--- src/rtl/if_id_frontend.sv ---
// Fetch front end: PC register plus IF/ID pipeline register with stall and flush control.
// Optional performance counters are enabled by defining IF_ID_PERF_CNT_EN.
module if_id_frontend #(
   parameter int                 ADDR_W    = 16,
   parameter int                 INSTR_W   = 16,
   parameter logic [ADDR_W-1:0]  RESET_PC  = '0,
   parameter logic [INSTR_W-1:0] NOP_INSTR = '0
) (
   input  logic               clk,
   input  logic               rst,
   input  logic               pc_write,
   input  logic               if_id_write,
   input  logic               flush,
   input  logic [ADDR_W-1:0]  branch_target,
   output logic [ADDR_W-1:0]  imem_addr,
   input  logic [INSTR_W-1:0] imem_rdata,
   output logic [INSTR_W-1:0] if_id_instr,
   output logic [ADDR_W-1:0]  if_id_pc,
   output logic               if_id_valid,
   output logic [3:0]         if_id_rn1,
   output logic [3:0]         if_id_rn2,
   output logic [15:0]        stall_cycles,
   output logic [15:0]        flush_count
);

   logic [ADDR_W-1:0] pc;

   assign imem_addr = pc;
   assign if_id_rn1 = if_id_instr[7:4];
   assign if_id_rn2 = if_id_instr[3:0];

   // NOTE: sequential state uses non-blocking assignments so every flop samples pre-edge values;
   // the flush branch relies on this to capture the old pc into if_id_pc.
   always_ff @(posedge clk or posedge rst) begin
      if (rst) begin
         pc          <= RESET_PC;
         if_id_instr <= NOP_INSTR;
         if_id_pc    <= '0;
         if_id_valid <= 1'b0;
      end else if (flush) begin
         pc          <= branch_target;
         if_id_instr <= NOP_INSTR;
         if_id_pc    <= pc;
         if_id_valid <= 1'b0;
      end else begin
         // PC and IF/ID enables are independent; stall combinations may mix freely
         if (pc_write) begin
            pc <= pc + ADDR_W'(1);
         end
         if (if_id_write) begin
            if_id_instr <= imem_rdata;
            if_id_pc    <= pc;
            if_id_valid <= 1'b1;
         end
      end
   end

`ifdef IF_ID_PERF_CNT_EN
   localparam logic [15:0] CNT_MAX = 16'hFFFF;

   logic [15:0] stall_cnt;
   logic [15:0] flush_cnt;

   // Saturating counters; cleared only by reset
   always_ff @(posedge clk or posedge rst) begin
      if (rst) begin
         stall_cnt <= '0;
         flush_cnt <= '0;
      end else begin
         if (!flush && !pc_write && stall_cnt != CNT_MAX) begin
            stall_cnt <= stall_cnt + 16'd1;
         end
         if (flush && flush_cnt != CNT_MAX) begin
            flush_cnt <= flush_cnt + 16'd1;
         end
      end
   end

   assign stall_cycles = stall_cnt;
   assign flush_count  = flush_cnt;
`else
   assign stall_cycles = 16'h0000;
   assign flush_count  = 16'h0000;
`endif

endmodule

--- config.mk ---
export PLATFORM = sky130hd
export DESIGN_NAME = if_id_frontend
export DESIGN_NICKNAME = d
export VERILOG_FILES = /design/src/rtl/if_id_frontend.sv
export SDC_FILE = /design/constraint.sdc
export NUM_CORES = 1
export LEC_CHECK = 0
export BUFFER_PORTS_ARGS = -buffer_cell sky130_fd_sc_hd__buf_4
export CAP_MARGIN = 5
export CORE_MARGIN = 2
export CORE_UTILIZATION = 45
export CTS_CLUSTER_DIAMETER = 100
export CTS_CLUSTER_SIZE = 12
export DETAILED_ROUTE_END_ITERATION = 12
export PLACE_DENSITY = 0.76
export SYNTH_ARGS = -nofsm -noshare
export SYNTH_HDL_FRONTEND = slang
export SYNTH_SLANG_ARGS = --single-unit
--- constraint.sdc ---
create_clock -name clk -period 2.1 [get_ports clk]
set_input_delay 0.105 -clock clk [delete_from_list [all_inputs] [get_ports clk]]
set_output_delay 0.105 -clock clk [all_outputs]
set_load 0.1 [all_outputs]
Word-level counts from Yosys, hierarchy flattened
Index checks and enable logic that the tools add are counted.
{ "classes": {"add_sub_neg": 1, "n_mux": 8, "reduce_logical": 2} }
{ "ops": {"columns": ["cell", "count"], "rows": [
  ["2-to-1 mux 16 bit", 6],
  ["adder 16 x 1 -> 16 bit, second input constant", 1],
  ["nonzero test 2 bit", 2],
  ["2-to-1 mux 1 bit", 2]
]} }
{ "word_totals": {"ff_bits": 49, "input_bits": 37, "out_inout_bits": 89, "wordCells": 15} }

Longest topological paths before layout
{ "depth": {"ltp_word": 3, "depth_mapped": 5, "mapped_depth_nobuf": 5} }

Worst setup path before layout
OpenSTA, ideal clock, no wires.
{ "synth_path": {"kind": "flip-flop to flip-flop", "start": "register pc[2] (netlist: imem_addr[2])", "end": "register pc[15] (netlist: imem_addr[15])", "setup_ns": 0.124, "t_arrival_ns": 2.098, "required_time_ns": 1.976, "slack_ns": -0.122, "stages_incl_launch_ff": 5, "n_path_buf": 0, "synth_period_minus_slack_ns": 2.222, "cell_sequence": "dfrtp_1 > nand4_4 > nor4_4 > a31oi_1 > o31a_1"} }
{ "synth_via": {"elab_chain_len": 3} }
{ "synth_lines": {"columns": ["item", "line_no", "source"], "rows": [
  ["start: declaration", "26", "logic [ADDR_W-1:0] pc;"],
  ["start signal: assignment", "41", "pc <= branch_target;"],
  ["start signal: assignment", "48", "pc <= pc + ADDR_W'(1);"],
  ["adder 16 x 1 -> 16 bit", "48", null],
  ["2-to-1 mux 16 bit", "47", "if (pc_write) begin"],
  ["2-to-1 mux 16 bit", "40", "end else if (flush) begin"]
]} }
No other way between the ends. The select of a mux whose other input is x is not followed.
A chain may end at the register's enable or synchronous reset.

Final worst setup path
{ "layout_path": {"start": "register pc[3] (netlist: imem_addr[3])", "end": "register pc[15] (netlist: imem_addr[15])"} }
The elaborated chain is that of the path after synthesis.

==> qor.txt <==
clock share of power -> 21.6%
area share of the largest cell type after synthesis -> 50.0%
final wirelength -> 5080 µm
Initial DRC Count -> 91
CTS sink cnt -> 49
total track usage -> 17.4%
Max VDD drop -> 498 µV
Boundary Pins -> 126
crit end category -> flip-flop
Max Clk Rate -> 657 MHz
H-tree levels -> 2
CTS tree -> yes
largest cells by area after synthesis -> dfrtp_1, buf_4, mux2i_1, mux2_2, xnor2_1
Worst path max stage delay -> 0.44 ns
pre-CTS setup slack -> 0.590 ns
global-route wire length before repair -> 8290 µm
top_reg_cell synth -> dfrtp_1
crit path launch -> imem_addr[3]
IO buf count -> 93
DR vias -> 1808
die footprint -> 6060 µm²
P&R area growth vs syn -> 29.9%
Initial Util -> 47.4%
area leader, netlist -> dfrtp_1
R2R Path Start -> imem_addr[3]
pwr dens -> 1010 nW/µm²
max_cap viols -> 0
CP Launch Type -> flip-flop
clock buffer depth -> 2
Pre-antenna DRT Iters -> 4
vias in the first global route -> 1725
CP Data Required Time -> 2.29 ns
Leakage -> 1.59 nW
CP max FO -> 9
CP arrival -> 1.71 ns
switching part of the total power -> 47.6%
DP Area -> 3050 µm²
status -> finished, final reports clean
count leader, synth -> dfrtp_1
pin count of the biggest net entering global routing -> 51
CP Capture Point -> imem_addr[15]
Post-Syn Area -> 2450 µm²
Tmin final -> 1.52 ns
clock skew -> 0.00619 ns
Reg clk slew, reported paths -> 0.09 ns
setup tns final -> 0 ns
Root Buffer -> clkbuf_8
GP Congestion -> 0.843
post-route cell area -> 3190 µm²
antenna violations before repair -> 0
num rows -> 26
FFs w/ async S/R, synth -> 100%
class of the most critical setup path -> flip-flop to flip-flop
synth cell count leaders -> dfrtp_1, buf_4, nand2_1, nor2_1, mux2i_1
RR Endpoint -> imem_addr[15]
Post-Syn Instances -> 228
layout cell share with drive strength beyond 1 -> 41.5%
post-CTS sizing -> 0
FF-to-FF path depth -> 4
nets -> 353
worst skew pair latency -> 0.30 ns
fin crit share -> 72.5%
total core area -> 5170 µm²
Die X -> 77.8 µm
Worst Hold Class -> input pin to flip-flop
HPWL after DPL -> 3860 µm
fill cell count -> 462
unrepaired setup endpoints after global routing -> false
Post-synth EDFFs -> 0
routed len/inst -> 13.1 µm
Distinct cells, synth -> 27
syn_area_per_cell -> 10.8 µm²
sw power -> 0.00153 W
slowest cell on the critical path -> dfrtp_2
Max Slew Vio Count -> 0
PnR worst setup slack -> 0.577 ns
crit-path cells -> nand4_4 -> nor4_4 -> a31oi_1 -> o31a_1
number of inserted diodes -> 0
combinational cell fraction of total power -> 43.6%
Die Y -> 77.8 µm
detailed-route DRC error count -> 0
post-synthesis sequential area ratio -> 50.0%
Yosys warning total -> 0
final hold violations -> 0
remaining antenna violation count -> 0
Setup violations, final -> 0
FF+latch count, synth -> 49
Int Power -> 0.00168 W
vias per cell -> 4.68
Seq pwr share -> 34.9%
CTS buffer count -> 5
r2r setup slk -> 0.58 ns
GRT overflow -> 0
Final Util -> 61.6%
-- flip-flops by register name, indices dropped and copies added (netlist names) --
signal / flops
if_id_valid: 1
if_id_instr: 16
if_id_pc: 16
imem_addr: 16
-- layer usage --
metal  vias to the layer above  track usage (%)  share of wire, %
met5                         -                0                 0
met4                         0             5.89               1.5
met3                         9             4.65               8.4
met2                        79             28.5                48
met1                       850             22.2                42
li1                        870                -                 -
-- cells by family after synthesis --
kind of cell / synth area share [%]
flops: 50.0
buf+inv: 14.4
xor+xnor: 5.00
simple gates: 12.4
fa+ha+maj: 0.510
compound gates: 4.08
other cells: 0.153
mux: 13.4
-- layout by cell type, fill, tap and decap left out, types with 2 or more instances in the layout --
| cell | count |
|---|---|
| buf_4 | 96 |
| clkbuf_8 | 6 |
| conb_1 | 32 |
| dfrtp_1 | 40 |
| dfrtp_2 | 9 |
| dlygate4sd3_1 | 2 |
| inv_1 | 3 |
| mux2_2 | 14 |
| mux2i_1 | 17 |
| nand2_1 | 19 |
| nand3_1 | 4 |
| nand4_1 | 5 |
| nor2_1 | 19 |
| nor3_1 | 3 |
| nor4_1 | 4 |
| o21ai_0 | 16 |
| xnor2_1 | 10 |
| xor2_1 | 4 |
-- worst min-delay path by stage --
stage | start | end | slack [ns] | depth (start not counted)
after floorplan | branch_target[0] | imem_addr[0] | 0.23 | 2
after global placement | rst | if_id_pc[9] | 0.11 | 2
after detailed placement | rst | if_id_pc[9] | 0.12 | 2
after CTS | branch_target[0] | imem_addr[0] | 0.005 | 3
after global routing | branch_target[2] | imem_addr[2] | 0.03 | 3
final | branch_target[0] | imem_addr[0] | 0.01 | 3
-- layout make-up --
class / count / area, µm² / share of cell area (%)
Tap cell: 70 / 87.6 / 2.75
Clock inverter: 1 / 30.0 / 0.943
Clock buffer: 7 / 86.3 / 2.71
Inverter: 4 / 15.0 / 0.471
Sequential cell: 49 / 1240 / 38.8
Timing Repair Buffer: 98 / 741 / 23.3
Multi-Input combinational cell: 157 / 988 / 31.0
-- critical path: cells and delay by family (launching register included) --
| family | cells | cell delay [ns] |
|---|---|---|
| AO/OA/AOI/OAI | 2 | 0.40 |
| flip-flops | 1 | 0.44 |
| AND/OR/NAND/NOR | 2 | 0.57 |
-- repair_timing --
| action | CTS | global route |
|---|---|---|
| setup buffers | 0 | 0 |
| hold endpoints to repair | 17 | 0 |
| hold buffers | 2 | 0 |
-- power groups by stage --
stage               registers, W  logic (W)  clock network, W
global placement         0.00113    0.00140                 0
finish                   0.00112    0.00140          0.000692
detailed placement       0.00114    0.00140                 0
floorplan                0.00178   0.000538                 0
CTS                      0.00112    0.00141          0.000707
global route             0.00114    0.00145          0.000747
-- stage by stage --
| step | cells | total power (W) | hold WS, ns |
|---|---|---|---|
| detailed placement | 376 | 0.00254 | 0.121 |
| floorplan | 259 | 0.00232 | 0.226 |
| global placement | 376 | 0.00253 | 0.111 |
| finish | 386 | 0.00321 | 0.0109 |
| CTS | 386 | 0.00324 | 0.00510 |
| global route | 386 | 0.00333 | 0.0265 |
Power figures use the tool's default switching activity.
